==> config.mk <==
export PLATFORM = sky130hd
export DESIGN_NAME = fpu_issue_ctrl
export DESIGN_NICKNAME = d
export VERILOG_FILES = /design/src/rtl/fpu_issue_ctrl.sv
export SDC_FILE = /design/constraint.sdc
export NUM_CORES = 1
export LEC_CHECK = 0
export CAP_MARGIN = 10
export CORE_AREA = 2 2 140 142
export CTS_CLUSTER_DIAMETER = 120
export DETAILED_ROUTE_END_ITERATION = 6
export DIE_AREA = 0 0 142 144
export MAX_ROUTING_LAYER = met4
export PLACE_DENSITY = 0.65
export SLEW_MARGIN = 10
export SYNTH_ARGS = -nofsm -noshare
export SYNTH_HDL_FRONTEND = slang
export SYNTH_SLANG_ARGS = --single-unit
==> constraint.sdc <==
create_clock -name clk -period 15 [get_ports clk]
set_input_delay 2.25 -clock clk [delete_from_list [all_inputs] [get_ports clk]]
set_output_delay 2.25 -clock clk [all_outputs]
set_load 0.005 [all_outputs]
==> src/rtl/fpu_issue_ctrl.sv <==
// Operand collector and handshake driver for the fpu: gathers a,b,c,d, runs en/fi, returns g.
// Optional ISSUE watchdog enabled by defining FPU_TIMEOUT_EN.
module fpu_issue_ctrl #(
  parameter int unsigned W              = 32,
  parameter int unsigned TIMEOUT_CYCLES = 1024
) (
  input  logic         clk,
  input  logic         rst,
  input  logic         in_valid,
  output logic         in_ready,
  input  logic [W-1:0] in_data,
  output logic         fpu_en,
  input  logic         fpu_fi,
  output logic [W-1:0] fpu_a,
  output logic [W-1:0] fpu_b,
  output logic [W-1:0] fpu_c,
  output logic [W-1:0] fpu_d,
  input  logic [W-1:0] fpu_g,
  output logic         out_valid,
  input  logic         out_ready,
  output logic [W-1:0] out_data,
  output logic         timeout
);

  typedef enum logic [2:0] {StIdle, StLoad, StIssue, StOut, StRelease} state_e;

  state_e       state_q, state_d;
  logic [1:0]   cnt_q, cnt_d;
  logic         in_ready_q, in_ready_d;
  logic         fpu_en_q, fpu_en_d;
  logic [W-1:0] a_q, a_d, b_q, b_d, c_q, c_d, d_q, d_d;
  logic         out_valid_q, out_valid_d;
  logic [W-1:0] out_data_q, out_data_d;

`ifdef FPU_TIMEOUT_EN
  localparam logic [15:0]  WdogLast = 16'(TIMEOUT_CYCLES - 1);
  localparam logic [W-1:0] QNaN     = W'(32'h7FC0_0000);
  logic [15:0] wdog_q, wdog_d;
  logic        timeout_q, timeout_d;
`else
  logic unused_timeout_cfg;
  assign unused_timeout_cfg = ^TIMEOUT_CYCLES;
`endif

  always_comb begin
    state_d     = state_q;
    cnt_d       = cnt_q;
    in_ready_d  = in_ready_q;
    fpu_en_d    = fpu_en_q;
    a_d         = a_q;
    b_d         = b_q;
    c_d         = c_q;
    d_d         = d_q;
    out_valid_d = out_valid_q;
    out_data_d  = out_data_q;
`ifdef FPU_TIMEOUT_EN
    wdog_d      = wdog_q;
    timeout_d   = timeout_q;
`endif
    unique case (state_q)
      StIdle: begin
        state_d    = StLoad;
        in_ready_d = 1'b1;
      end
      StLoad: begin
        if (in_valid && in_ready_q) begin
          case (cnt_q)
            2'd0:    a_d = in_data;
            2'd1:    b_d = in_data;
            2'd2:    c_d = in_data;
            default: d_d = in_data;
          endcase
          cnt_d = cnt_q + 2'd1;
          if (cnt_q == 2'd3) begin
            in_ready_d = 1'b0;
            fpu_en_d   = 1'b1;
            state_d    = StIssue;
`ifdef FPU_TIMEOUT_EN
            wdog_d     = '0;
`endif
          end
        end
      end
      StIssue: begin
        // A real result on the terminal watchdog cycle takes priority over the abort.
        if (fpu_en_q && fpu_fi) begin
          out_data_d  = fpu_g;
          out_valid_d = 1'b1;
          fpu_en_d    = 1'b0;
          state_d     = StOut;
        end
`ifdef FPU_TIMEOUT_EN
        else if (wdog_q == WdogLast) begin
          out_data_d  = QNaN;
          timeout_d   = 1'b1;
          out_valid_d = 1'b1;
          fpu_en_d    = 1'b0;
          state_d     = StOut;
        end else begin
          wdog_d = wdog_q + 16'd1;
        end
`endif
      end
      StOut: begin
        if (out_ready) begin
          out_valid_d = 1'b0;
`ifdef FPU_TIMEOUT_EN
          timeout_d   = 1'b0;
`endif
          state_d     = StRelease;
        end
      end
      StRelease: begin
        // Hold off the next load until the fpu has dropped fi.
        if (!fpu_fi) begin
          in_ready_d = 1'b1;
          state_d    = StLoad;
        end
      end
      default: state_d = StIdle;
    endcase
  end

  always_ff @(posedge clk or posedge rst) begin
    if (rst) begin
      state_q     <= StIdle;
      cnt_q       <= '0;
      in_ready_q  <= 1'b0;
      fpu_en_q    <= 1'b0;
      a_q         <= '0;
      b_q         <= '0;
      c_q         <= '0;
      d_q         <= '0;
      out_valid_q <= 1'b0;
      out_data_q  <= '0;
`ifdef FPU_TIMEOUT_EN
      wdog_q      <= '0;
      timeout_q   <= 1'b0;
`endif
    end else begin
      state_q     <= state_d;
      cnt_q       <= cnt_d;
      in_ready_q  <= in_ready_d;
      fpu_en_q    <= fpu_en_d;
      a_q         <= a_d;
      b_q         <= b_d;
      c_q         <= c_d;
      d_q         <= d_d;
      out_valid_q <= out_valid_d;
      out_data_q  <= out_data_d;
`ifdef FPU_TIMEOUT_EN
      wdog_q      <= wdog_d;
      timeout_q   <= timeout_d;
`endif
    end
  end

  assign in_ready  = in_ready_q;
  assign fpu_en    = fpu_en_q;
  assign fpu_a     = a_q;
  assign fpu_b     = b_q;
  assign fpu_c     = c_q;
  assign fpu_d     = d_q;
  assign out_valid = out_valid_q;
  assign out_data  = out_data_q;
`ifdef FPU_TIMEOUT_EN
  assign timeout   = timeout_q;
`else
  assign timeout   = 1'b0;
`endif

endmodule

[After elaboration in Yosys (flattened, before gate mapping)]
Cells that the tools add are included.
Widths: inputs -> output; s select.
Storage, ports and cells
  flip-flop bits (word level): 168
  output and inout bits: 164
Operators by class
  bitwise logic cells: 1
  reduce and logical (&&, ||, !) cells: 18
  equal/unequal tests: 12
  muxes and demuxes: 17
  add/subtract/negate cells: 1
Operator list (count)
  $mux 3: 5
  $pmux 3 s5: 1
  $reduce_and 3->1: 5
  $ne 2x2->1 const B: 5
  $mux 1: 8
  $reduce_and 4->1: 2
  $eq 3x2->1 const B: 2
  $reduce_and 5->1: 1
  $eq 2x2->1 const B: 2
  $pmux 1 s2: 2
  $reduce_and 2->1: 2
  $reduce_bool 2->1: 2
  $eq 3x1->1 const B: 1
  $eq 3x3->1 const B: 1
  $logic_not 3->1: 1
  $pmux 1 s3: 1
  $reduce_bool 3->1: 1
  $reduce_or 3->1: 1
  $add 2x1->2 const B: 1
  $eq 2x1->1 const B: 1
  $logic_and 1x1->1: 2
  $logic_not 2->1: 1
  $not 1->1: 1

[Depth between registers and ports, before layout]
  depth in word-level cells: 4
  depth in mapped cells: 6

[Worst setup path after synthesis]
OpenSTA, ideal clock, no wires.
  path kind: input to register
  from: input fpu_fi
  to: register out_data_q[10], in the netlist out_data[10]
  stages on the path: 4
  library setup time: 0.125 ns
  path buffers: 1
  path slack: 11.593 ns
  arrival: 3.283 ns
  path through: nor4bb_1 nand2_1 buf_1 mux2_2
On the way
  cells in the longest elaborated chain, start to end: 2
RTL lines
  from (decl): RTL line 13  | input logic fpu_fi,
  $logic_and 1x1->1: RTL line 86  | if (fpu_en_q && fpu_fi) begin
  $reduce_and 2->1 (no line)
  to (signal assigned): RTL line 150  | out_data_q <= out_data_d;
  to (decl): RTL line 33  | logic [W-1:0] out_data_q, out_data_d;
No other way between the ends.
A chain may end at the register's enable or synchronous reset.

[Final worst setup path]
  from: input in_valid
  to: register d_q[11], in the netlist fpu_d[11]
On the way
  cells in the longest elaborated chain, start to end: 2
RTL lines
  from (decl): RTL line 9  | input logic in_valid,
  $logic_and 1x1->1: RTL line 66  | if (in_valid && in_ready_q) begin
  $reduce_and 3->1 (no line)
  to (signal assigned): RTL line 133  | d_q <= '0;
  to (signal assigned): RTL line 148  | d_q <= d_d;
  to (decl): RTL line 31  | logic [W-1:0] a_q, a_d, b_q, b_d, c_q, c_d, d_q, d_d;
No other way between the ends.

==> metrics.yaml <==
setup_path:
  startpoint_type: "input pin"
  crit_buf_inv: 1
  critical_path.slowest_cell: "nor2_4"
  critPathRequiredTime_ns: 15.31
  cp_max_fo: 32
  arrival_ns: 4.26
  cp-end-kind: "flip-flop"
  crit_chain: "clkdlybuf4s50_1 -> nand3_1 -> nor2_4 -> mux2_2"
  cp_slowest_stage_delay_ns: 0.87
  crit_family: "simple AND/OR/NAND/NOR gates"
  critPathKind: "input pin to flip-flop"
route:
  wl_met2_mm: 7.61
  vias: 4100
  wl_per_cell_um: 18.0
  ant_nets: 0
  wl_met1_mm: 6.98
  wl_met3_mm: 1.02
  viasPerCell: 4.66
  drt_wl_total_mm: 15.8
  drc: 0
  topRoutingLayerUsed: "met4"
  firstDrtPassIters: 4
  drt-initial-drc-count: 131
placed_design:
  dp_cells: 845
  numPortBuffers: 231
  gp_congestion: 0.715
  dp_hpwl_mm: 10.8
synthesis:
  synthCells: 391
  synth.mux.area_fraction: 0.305
  synth_area_um2: 6710
  synth-xor-area-share: 0.00131
  synth_area_per_cell_um2: 17.2
  synthAdderAreaFrac: 0.00932
  synth-simple-area-share: 0.0183
  synth_top_family_by_area: "multiplexers"
  synth.distinct_cells: 32
  seq_area_frac_synth: 0.627
  ys_warn_count: 0
  synth_nets: 465
  ys_seq_elements: 168
  synth_compound_area_frac: 0.0110
sta:
  max_slew.worst_pin.slew_ns: 1.14
  fin_setup_tns_ns: 0
  fmax_mhz: 253
  finalHoldViolCount: 0
  relSlewSlack: 0.240
  finalCritPeriodShare: 0.264
  rsz0062_at_grt: "no"
  period_needed_ns: 3.96
  finClkSkew_ns: 0.0112
  finalMaxSlewViolations: 0
  setup_viol: 0
cts:
  postCtsSetupRepairBufs: 0
  insertion_delay_ns: 0.42
  cts-root-buf: "clkbuf_16"
  clkTransAtPathRegs_ns: 0.06
  cts_sinks: 168
  post_cts_resized: 0
  cts_made_buffers: 17
  cts_tree: "done"
  clockBufferDepth: 2
  cts_hold_buf: 0
  cts.htree.levels: 4
floorplan:
  design.core.area_um2: 19100
  dieArea_um2: 20400
  die_w_um: 142
  rows: 51
  ios: 233
  die_h_um: 144
  start_util: 0.352
global_routing:
  grt_pass1_wl_mm: 25.0
  grt_max_degree: 91
  grt.overflow.total: 0
  antenna_found_initial: 0
  track_usage: 0.164
  grt_pass1_vias: 4499
finish:
  nets: 702
  drive_gt1_frac: 0.312
  final_cell_mix: "clkdlybuf4s50_1 (231), dfrtp_1 (168), mux2_2 (97), mux2_4 (60), clkbuf_16 (17)"
  area_growth_pct: 46.3
  stdcell_count: 879
  fill_cells: 1585
  antenna-diode-count: 0
  final_common_cell: "clkdlybuf4s50_1"
pwr:
  power_leakage_uw: 0.00424
  ir_drop_mv: 0.104
  power.density_nw_per_um2: 218
run_status:
  outcome: "finished, final reports clean"
job:
  cap_viol_max_count: 0
hold_path:
  hold_class: "flip-flop to flip-flop"
per-stage QoR:
| stage | area, um^2 | hold WS [ns] | worst slack (ns) | total power (uW) | utilization |
|---|---|---|---|---|---|
| final | 9820 | 0.503 | 11.04 | 2140 | 0.515 |
| after global routing | 9820 | 0.519 | 10.71 | 2270 | 0.515 |
| after CTS | 9790 | 0.508 | 10.48 | 2170 | 0.513 |
| after floorplan | 6710 | 0.483 | 8.20 | 1180 | - |
| after global placement | 9210 | 0.473 | 10.11 | 1700 | 0.482 |
| after detailed placement | 9210 | 0.485 | 10.03 | 1720 | 0.482 |
layer usage:
metal	track usage	vias to the layer above
li1	-	1848
met1	0.204	2089
met2	0.253	145
met3	0.0570	18
met4	0.0516	0
met5	-	-
Yosys cell counts (all sizes together):
cell type    n  area share
nand4b       1      0.0013
a22o         1      0.0013
nand4bb      1      0.0017
o21ai        1     0.00075
nor3         2      0.0048
or3b         1      0.0013
o31ai        1      0.0011
a311oi       1      0.0013
o32ai        1      0.0013
buf         18       0.023
clkbuf       1     0.00056
dfrtp      168        0.63
nand3        2      0.0015
a21oi        4      0.0030
a21boi       1      0.0011
nor4bb       1      0.0015
inv          7      0.0039
mux2i        1      0.0015
mux2       161        0.30
ha           5      0.0093
a21o         1      0.0011
nor2         4      0.0030
and3         1     0.00093
xnor2        1      0.0013
conb         1     0.00056
nand2        4      0.0022
cells by family (layout without fill, tap and decap cells):
logic type / Yosys count / after routing
and+or+nand+nor: 17 / 17
muxes: 162 / 162
adders and majority gates: 5 / 5
xor gates and xnor gates: 1 / 1
DFF: 168 / 168
other: 1 / 1
AOI/OAI and AO/OA: 11 / 11
buffers and inverters: 26 / 276
report_power, final:
part | switching (uW) | total, uW | internal [uW]
Clock | 187 | 431 | 244
Combinational | 262 | 894 | 632
Sequential | 136 | 813 | 676
Total | 585 | 2140 | 1550
path summary, 6_finish.rpt:
check	from	slack, ns	depth (start not counted)	to
max	in_valid	11.04	4	fpu_d[11]$_DFFE_PP0P_
min	fpu_d[28]$_DFFE_PP0P_	0.50	1	fpu_d[28]$_DFFE_PP0P_
max reg2reg	state_q[1]$_DFFE_PP0P_	12.40	3	fpu_d[11]$_DFFE_PP0P_
min reg2reg	fpu_d[28]$_DFFE_PP0P_	0.50	1	fpu_d[28]$_DFFE_PP0P_
max in group asynchronous	rst	11.06	3	fpu_b[3]$_DFFE_PP0P_
min in group asynchronous	rst	2.36	2	fpu_b[7]$_DFFE_PP0P_
worst register-to-register path, cell delays in order (launching register included):
cell	delay [ns]
dfrtp_1	0.48
or3b_1	0.62
nor2_4	0.95
mux2_2	0.45
layout make-up:
type                       count  area, um^2  area share
clock buffer                  20         467      0.0475
multi-input combinational    197        2330       0.237
clock inverter                12         116      0.0119
inverter                       7        31.3     0.00319
tap                          238         298      0.0303
sequential                   168        4200       0.428
timing repair buffer         237        2370       0.242
registers in the layout, summed over array words and instances, names as in the netlist:
name       count
cnt_q          2
fpu_a         32
fpu_b         32
fpu_c         32
fpu_d         32
fpu_en         1
in_ready       1
out_data      32
out_valid      1
state_q        3
Power figures use the tool's default switching activity.
